<file path="src/rtl/system_pkg.sv">
// Shared SoC bus constants: widths, AHB-Lite transfer encodings and the byte-strobe helper.
package system_pkg;

  localparam int ADDR_WIDTH = 32;
  localparam int DATA_WIDTH = 32;

  localparam logic [1:0] HTRANS_IDLE   = 2'b00;
  localparam logic [1:0] HTRANS_BUSY   = 2'b01;
  localparam logic [1:0] HTRANS_NONSEQ = 2'b10;
  localparam logic [1:0] HTRANS_SEQ    = 2'b11;

  localparam logic [2:0] HSIZE_BYTE = 3'd0;
  localparam logic [2:0] HSIZE_HALF = 3'd1;
  localparam logic [2:0] HSIZE_WORD = 3'd2;

  // Byte lanes touched by an AHB beat on a 32-bit bus; unsupported sizes give no lanes.
  function automatic logic [3:0] ahbl_strb(input logic [2:0] hsize, input logic [1:0] addr);
    case (hsize)
      HSIZE_BYTE: return 4'b0001 << addr;
      HSIZE_HALF: return 4'b0011 << addr;
      HSIZE_WORD: return 4'b1111;
      default:    return 4'b0000;
    endcase
  endfunction

endpackage

</file>
<file path="src/rtl/ahbl2apb_bridge.sv">
// AHB-Lite slave to APB master bridge: one APB SETUP+ACCESS per accepted AHB beat,
// AHB data phase stretched until the APB access completes, PSLVERR mapped to AHB ERROR.
module ahbl2apb_bridge #(
  parameter int ADDR_WIDTH     = system_pkg::ADDR_WIDTH,
  parameter int DATA_WIDTH     = system_pkg::DATA_WIDTH,
  parameter int APB_ADDR_WIDTH = 12
) (
  input  logic                      clk,
  input  logic                      rst,
  input  logic                      ahbl_hsel,
  input  logic [ADDR_WIDTH-1:0]     ahbl_haddr,
  input  logic [1:0]                ahbl_htrans,
  input  logic                      ahbl_hwrite,
  input  logic [2:0]                ahbl_hsize,
  input  logic [DATA_WIDTH-1:0]     ahbl_hwdata,
  input  logic                      ahbl_hready,
  output logic                      ahbl_hreadyout,
  output logic [DATA_WIDTH-1:0]     ahbl_hrdata,
  output logic                      ahbl_hresp,
  output logic [APB_ADDR_WIDTH-1:0] apb_paddr,
  output logic                      apb_psel,
  output logic                      apb_penable,
  output logic                      apb_pwrite,
  output logic [DATA_WIDTH-1:0]     apb_pwdata,
  output logic [3:0]                apb_pstrb,
  input  logic [DATA_WIDTH-1:0]     apb_prdata,
  input  logic                      apb_pready,
  input  logic                      apb_pslverr
);
  import system_pkg::*;

  typedef enum logic [2:0] {S_IDLE, S_WDATA, S_SETUP, S_ACCESS, S_ERR1, S_ERR2} state_t;

  state_t state, state_next;
  logic   accept, decode_err, apb_done;

  logic unused_bits;
  assign unused_bits = ^{ahbl_haddr[ADDR_WIDTH-1:APB_ADDR_WIDTH], ahbl_htrans[0]};

  always_comb begin
    accept     = ahbl_hsel && ahbl_hready && ahbl_htrans[1];
    decode_err = (ahbl_hsize > HSIZE_WORD)
              || (ahbl_hsize == HSIZE_HALF && ahbl_haddr[0])
              || (ahbl_hsize == HSIZE_WORD && ahbl_haddr[1:0] != 2'b00);
    // pready only counts once the ACCESS phase is actually visible on the APB bus
    apb_done   = apb_penable && apb_pready;

    state_next = state;
    case (state)
      S_IDLE: begin
        if (accept) begin
          if (decode_err)       state_next = S_ERR1;
          else if (ahbl_hwrite) state_next = S_WDATA;
          else                  state_next = S_SETUP;
        end
      end
      S_WDATA:  state_next = S_SETUP;
      S_SETUP:  state_next = S_ACCESS;
      S_ACCESS: if (apb_done) state_next = apb_pslverr ? S_ERR1 : S_IDLE;
      S_ERR1:   state_next = S_ERR2;
      S_ERR2:   state_next = S_IDLE;
      default:  state_next = S_IDLE;
    endcase
  end

  always_ff @(posedge clk or posedge rst) begin
    if (rst) state <= S_IDLE;
    else     state <= state_next;
  end

  // APB strobes are registered from the current state, so the bus shows SETUP one
  // cycle after the FSM enters it; AHB handshake outputs follow the next state directly.
  always_ff @(posedge clk or posedge rst) begin
    if (rst) begin
      ahbl_hreadyout <= 1'b1;
      ahbl_hresp     <= 1'b0;
      ahbl_hrdata    <= '0;
      apb_psel       <= 1'b0;
      apb_penable    <= 1'b0;
      apb_pwrite     <= 1'b0;
      apb_paddr      <= '0;
      apb_pwdata     <= '0;
      apb_pstrb      <= '0;
    end else begin
      ahbl_hreadyout <= (state_next == S_IDLE) || (state_next == S_ERR2);
      ahbl_hresp     <= (state_next == S_ERR1) || (state_next == S_ERR2);
      apb_psel       <= (state == S_SETUP) || (state == S_ACCESS && !apb_done);
      apb_penable    <= (state == S_ACCESS) && !apb_done;

      if (state == S_IDLE && accept && !decode_err) begin
        apb_paddr  <= ahbl_haddr[APB_ADDR_WIDTH-1:0];
        apb_pwrite <= ahbl_hwrite;
        apb_pstrb  <= ahbl_hwrite ? ahbl_strb(ahbl_hsize, ahbl_haddr[1:0]) : 4'b0000;
      end
      if (state == S_WDATA)
        apb_pwdata <= ahbl_hwdata;
      if (state == S_ACCESS && apb_done && !apb_pwrite && !apb_pslverr)
        ahbl_hrdata <= apb_prdata;
    end
  end

endmodule

</file>
<file path="config.mk">
export PLATFORM = sky130hd
export DESIGN_NAME = ahbl2apb_bridge
export DESIGN_NICKNAME = d
export VERILOG_FILES = /design/src/rtl/system_pkg.sv /design/src/rtl/ahbl2apb_bridge.sv
export SDC_FILE = /design/constraint.sdc
export NUM_CORES = 1
export LEC_CHECK = 0
export ABC_AREA = 0
export CELL_PAD_IN_SITES_DETAIL_PLACEMENT = 0
export CELL_PAD_IN_SITES_GLOBAL_PLACEMENT = 2
export CORE_MARGIN = 2
export CORE_UTILIZATION = 24
export DETAILED_ROUTE_END_ITERATION = 7
export PLACE_DENSITY_LB_ADDON = 0.15
export SLEW_MARGIN = 20
export SYNTH_ARGS = -nofsm -noshare
export SYNTH_HDL_FRONTEND = slang
export SYNTH_SLANG_ARGS = --single-unit
</file>
<file path="constraint.sdc">
create_clock -name clk -period 4.14 [get_ports clk]
set_clock_uncertainty 0.1 [all_clocks]
set_input_delay 1.035 -clock clk [delete_from_list [all_inputs] [get_ports clk]]
set_output_delay 1.035 -clock clk [all_outputs]
set_load 0.05 [all_outputs]
</file>
==> Word level (Yosys, flattened, before mapping) <==
Index checks and enable logic that the tools add are counted.
{ "op_classes": {"magnitude_cmp": 1, "n_eq_ne": 8, "shifts": 2, "n_mux": 8, "n_reduce_logical": 24} }
{ "op_table": {"columns": ["cell", "n"], "rows": [
  ["$pmux 3 s5", 1],
  ["$mux 3", 4],
  ["$pmux 4 s3", 1],
  ["$logic_and 1x1->1", 11],
  ["$eq 3x2->1 const B", 3],
  ["$eq 3x3->1 const B", 3],
  ["$logic_not 3->1", 3],
  ["$eq 3x1->1 const B", 2],
  ["$logic_or 1x1->1", 5],
  ["$logic_not 1->1", 4],
  ["$mux 4", 1],
  ["$shl 1x2->4 const A", 1],
  ["$shl 2x2->4 const A", 1],
  ["$gt 3x2->1 const B", 1],
  ["$mux 2", 1],
  ["$reduce_bool 2->1", 1]
]} }
{ "totals": {"reg_bits": 88, "in_bits": 108, "output_inout_bits": 85, "word_cells": 53} }

==> Depth between registers and ports, before layout <==
{ "logic_depth": {"ltp_word": 9, "depth_mapped": 6, "ltp_nobuf": 4} }

==> Worst setup path before layout <==
OpenSTA, ideal clock, no wires.
{ "synth_timing": {"path_type": "input-to-reg", "start": "input port ahbl_hsize[0]", "end": "register apb_paddr[0]", "setup_time_ns": 0.125, "arrival_ns": 1.988, "required_ns": 3.915, "path_slack_ns": 1.927, "path_stages": 4, "n_path_buf": 1, "path_cell_list": "nor3_1 -> o2111ai_2 -> buf_6 -> mux2_4"} }
{ "synth_via": {"elab_chain_len": 6, "word_cells_on_any_way": 9, "classes_between": "order compare (1); eq/ne (2); reduce/logical (6)"} }
{ "synth_lines": {"columns": ["item", "line_no", "text"], "rows": [
  ["start: declaration", "ahbl2apb_bridge.sv:14", "input logic [2:0] ahbl_hsize,"],
  ["branches (longest 3 deep; another with $gt 3x2->1)", null, null],
  ["$logic_or 1x1->1 *", "ahbl2apb_bridge.sv:44", "|| (ahbl_hsize == HSIZE_WORD && ahbl_haddr[1:0] != 2'b00);"],
  ["$logic_not 1->1 *", "ahbl2apb_bridge.sv:90", "if (state == S_IDLE && accept && !decode_err) begin"],
  ["$logic_and 1x1->1 *", "ahbl2apb_bridge.sv:90", null],
  ["end signal: assignment", "ahbl2apb_bridge.sv:91", "apb_paddr <= ahbl_haddr[APB_ADDR_WIDTH-1:0];"],
  ["end: declaration", "ahbl2apb_bridge.sv:20", "output logic [APB_ADDR_WIDTH-1:0] apb_paddr,"]
]} }
Mark *: on every way between the ends.
A chain may end at the register's enable or synchronous reset.

==> Final worst setup path <==
{ "layout_timing": {"start": "register ahbl_hreadyout", "end": "output port ahbl_hreadyout"} }
{ "layout_lines": {"columns": ["item", "line_no", "text"], "rows": [
  ["start: declaration", "ahbl2apb_bridge.sv:17", "output logic ahbl_hreadyout,"],
  ["start signal: assignment", "ahbl2apb_bridge.sv:85", "ahbl_hreadyout <= (state_next == S_IDLE) || (state_next == S_ERR2);"]
]} }
No word-level cell between the ends.

==> impl_metrics.sql <==
INSERT INTO impl_metrics (metric_group, metric, value, unit) VALUES
('cts', 'cts-htree-levels', '3', ''),
('cells_and_area', 'multiInputGateArea', '1220', 'um2'),
('global_routing', 'grt_pass1_wl', '14300', 'um'),
('die', 'floorplan.die.width', '125', 'um'),
('timing', 'finalSetupTns', '0', 'ns'),
('synthesis', 'combined_area_of_all_synthesized_cells', '3510', 'um2'),
('worst_setup_path', 'crit_path_end_kind', 'output port', ''),
('synthesis', 'syn-mean-instance-area', '15.3', 'um2'),
('global_routing', 'gr-usage-all-layers', '0.117', ''),
('timing', 'tightest_slew', '0.767', 'ns'),
('cells_and_area', 'utilization_after_layout', '0.394', ''),
('detailed_routing', 'drt-vias-per-instance', '4.12', ''),
('cts', 'clk_pin_slew', '0.06', 'ns'),
('detailed_routing', 'drt-initial-drc-count', '62', ''),
('detailed_routing', 'antenna_left', '0', ''),
('timing', 'max_clock_freq', '0.358', 'GHz'),
('cells_and_area', 'most-common-layout-cells', 'clkdlybuf4s50_1, dfrtp_1, mux2_2, o21ai_0, mux2_4', ''),
('detailed_routing', 'route.detailed.wl_per_inst', '14.6', 'um'),
('synthesis', 'ys.warnings.count', '0', ''),
('worst_setup_path', 'worstPathCellList', 'clkdlybuf4s50_1', ''),
('die', 'pin_count', '193', ''),
('synthesis', 'mappedNetlistNets', '338', ''),
('hold_path', 'hold_path.class', 'reg -> reg', ''),
('synthesis', 'postSynthCellCount', '230', ''),
('power', 'cellLeakagePower', '2.40', 'nW'),
('worst_setup_path', 'cp_slowest_cell', 'clkdlybuf4s50_1', ''),
('worst_setup_path', 'timing.critical_path.buf_inv', '1', ''),
('cts', 'cts.hold.buffers_added', '0', ''),
('cts', 'post-cts-setup-buffer-count', '0', ''),
('cts', 'cts_resized', '0', ''),
('cts', 'ctsRootBufferMaster', 'clkbuf_16', ''),
('worst_setup_path', 'timing.setup.critical_path_class', 'reg -> out', ''),
('timing', 'finalWorstSetupSlack', '1.35', 'ns'),
('timing', 'period_minus_slack', '2.79', 'ns'),
('cells_and_area', 'finalInstanceArea', '5680', 'um2'),
('cells_and_area', 'number_of_nets_in_the_finished_design', '515', ''),
('place', 'detailedPlace.worstSlack', '0.981', 'ns'),
('timing', 'period_share', '0.674', ''),
('worst_setup_path', 'startpoint_type', 'register', ''),
('cells_and_area', 'ratio_of_cells_with_drive_above_1_in_the_final_layout', '0.246', ''),
('global_routing', 'grt_start_max_net_pins', '41', ''),
('cells_and_area', 'most_frequent_standard_cell_in_the_layout_excluding_fill_and_tap_cells', 'clkdlybuf4s50_1', ''),
('worst_setup_path', 'worst_ep_arrival_time', '1.66', 'ns'),
('cells_and_area', 'layout.cells.non_filler', '595', ''),
('timing', 'finalSetupViolations', '0', ''),
('place', 'dpl_cell_area', '5410', 'um2'),
('power', 'irDropWorstVdd', '0.250', 'mV'),
('timing', 'rsz0062_at_grt', 'no', ''),
('global_routing', 'grt_pass1_vias', '2651', ''),
('timing', 'slew_viol_final', '0', ''),
('outcome', 'status', 'finished clean', ''),
('cells_and_area', 'insertedDiodeCount', '0', ''),
('timing', 'hold_viol', '0', ''),
('detailed_routing', 'drtPass1Iterations', '4', ''),
('cts', 'cts_sinks', '88', ''),
('cells_and_area', 'layout-area-overhead-vs-synth', '61.9', '%'),
('place', 'dp_cells', '580', ''),
('cts', 'clk_path_buf_depth', '2', ''),
('power', 'fin_total_pwr', '4.81', 'mW'),
('cells_and_area', 'ff_latch_area', '2200', 'um2'),
('worst_setup_path', 'timing.critical_path.max_delay_family', 'buffers and inverters', ''),
('die', 'initial_utilization', '0.243', ''),
('die', 'rows', '44', ''),
('run', 'max_cap_check_violation_count', '0', ''),
('place', 'placement.io_buffers', '171', ''),
('detailed_routing', 'vias', '2454', ''),
('synthesis', 'synth.ff_latch_count', '88', ''),
('timing', 'max-slew-margin-rel', '0.487', ''),
('cts', 'cts_made_buffers', '9', ''),
('power', 'powerDensity', '847', 'nW/um2'),
('timing', 'hold-worst-slack', '0.391', 'ns');
==> where the power goes <==
| part | internal [mW] | total, mW | leakage (nW) | switching [mW] |
|---|---|---|---|---|
| sequential | 1.23 | 1.41 | 1.08 | 0.181 |
| clock | 0.434 | 0.757 | 0.134 | 0.323 |
| combinational | 0.998 | 2.65 | 1.18 | 1.65 |
| total | 2.66 | 4.81 | 2.40 | 2.15 |
==> kinds of logic (layout without fill, tap and decap cells) <==
group           Yosys count  after routing  share of synthesized area
compound gates           21             21                     0.0392
buf+inv                  12            193                     0.0267
flops                    88             88                      0.628
mux                      76             76                      0.254
simple gates             33             33                     0.0520
==> state kept, by name, indices dropped and copies added, names as in the netlist <==
signal          flops
ahbl_hrdata        32
ahbl_hreadyout      1
ahbl_hresp          1
apb_paddr          12
apb_penable         1
apb_psel            1
apb_pstrb           4
apb_pwdata         32
apb_pwrite          1
state               3
==> cell usage after synthesis (all sizes together) <==
| master | number | share of area |
|---|---|---|
| a21o | 1 | 0.0021 |
| nand3 | 1 | 0.0014 |
| and2b | 1 | 0.0025 |
| nor2 | 11 | 0.013 |
| nand2 | 7 | 0.0082 |
| nor4 | 1 | 0.0036 |
| and4b | 1 | 0.0029 |
| a32oi | 1 | 0.0025 |
| buf | 9 | 0.024 |
| dfrtp | 87 | 0.62 |
| inv | 3 | 0.0032 |
| dfstp | 1 | 0.0075 |
| or2 | 1 | 0.0018 |
| mux2 | 76 | 0.25 |
| nor2b | 2 | 0.0036 |
| nand3b | 1 | 0.0021 |
| a221o | 2 | 0.0057 |
| a211o | 1 | 0.0025 |
| a211oi | 1 | 0.0021 |
| and3 | 1 | 0.0018 |
| nor3 | 3 | 0.0057 |
| o2111ai | 1 | 0.0043 |
| nand2b | 3 | 0.0053 |
| a21oi | 4 | 0.0057 |
| o21ai | 10 | 0.014 |
==> layout make-up <==
type                       count  share of cell area
clock buffer                  12              0.0451
inverter                       3             0.00242
sequential                    88               0.388
tap                          184              0.0405
timing repair buffer         175               0.306
multi-input combinational    130               0.215
clock inverter                 3             0.00308
==> worst paths after layout <==
path | start | to | slack, ns | cells past startpoint
min reg2reg | apb_pstrb[1]$_DFFE_PP0P_ | apb_pstrb[1]$_DFFE_PP0P_ | 0.39 | 2
min | apb_pstrb[1]$_DFFE_PP0P_ | apb_pstrb[1]$_DFFE_PP0P_ | 0.39 | 2
min in group asynchronous | rst | ahbl_hrdata[11]$_DFFE_PP0P_ | 1.00 | 2
max in group asynchronous | rst | ahbl_hreadyout$_DFF_PP1_ | 2.16 | 3
max | ahbl_hreadyout$_DFF_PP1_ | ahbl_hreadyout | 1.35 | 1
max reg2reg | state[2]$_DFF_PP0_ | apb_pwdata[8]$_DFFE_PP0P_ | 2.00 | 3
==> metal layers <==
layer,global-route usage,vias up,share of wire
li1,-,1165,-
met1,0.155,1185,0.46
met2,0.183,94,0.47
met3,0.0287,10,0.051
met4,0.0529,0,0.019
met5,0,-,0
Power figures use the tool's default switching activity.
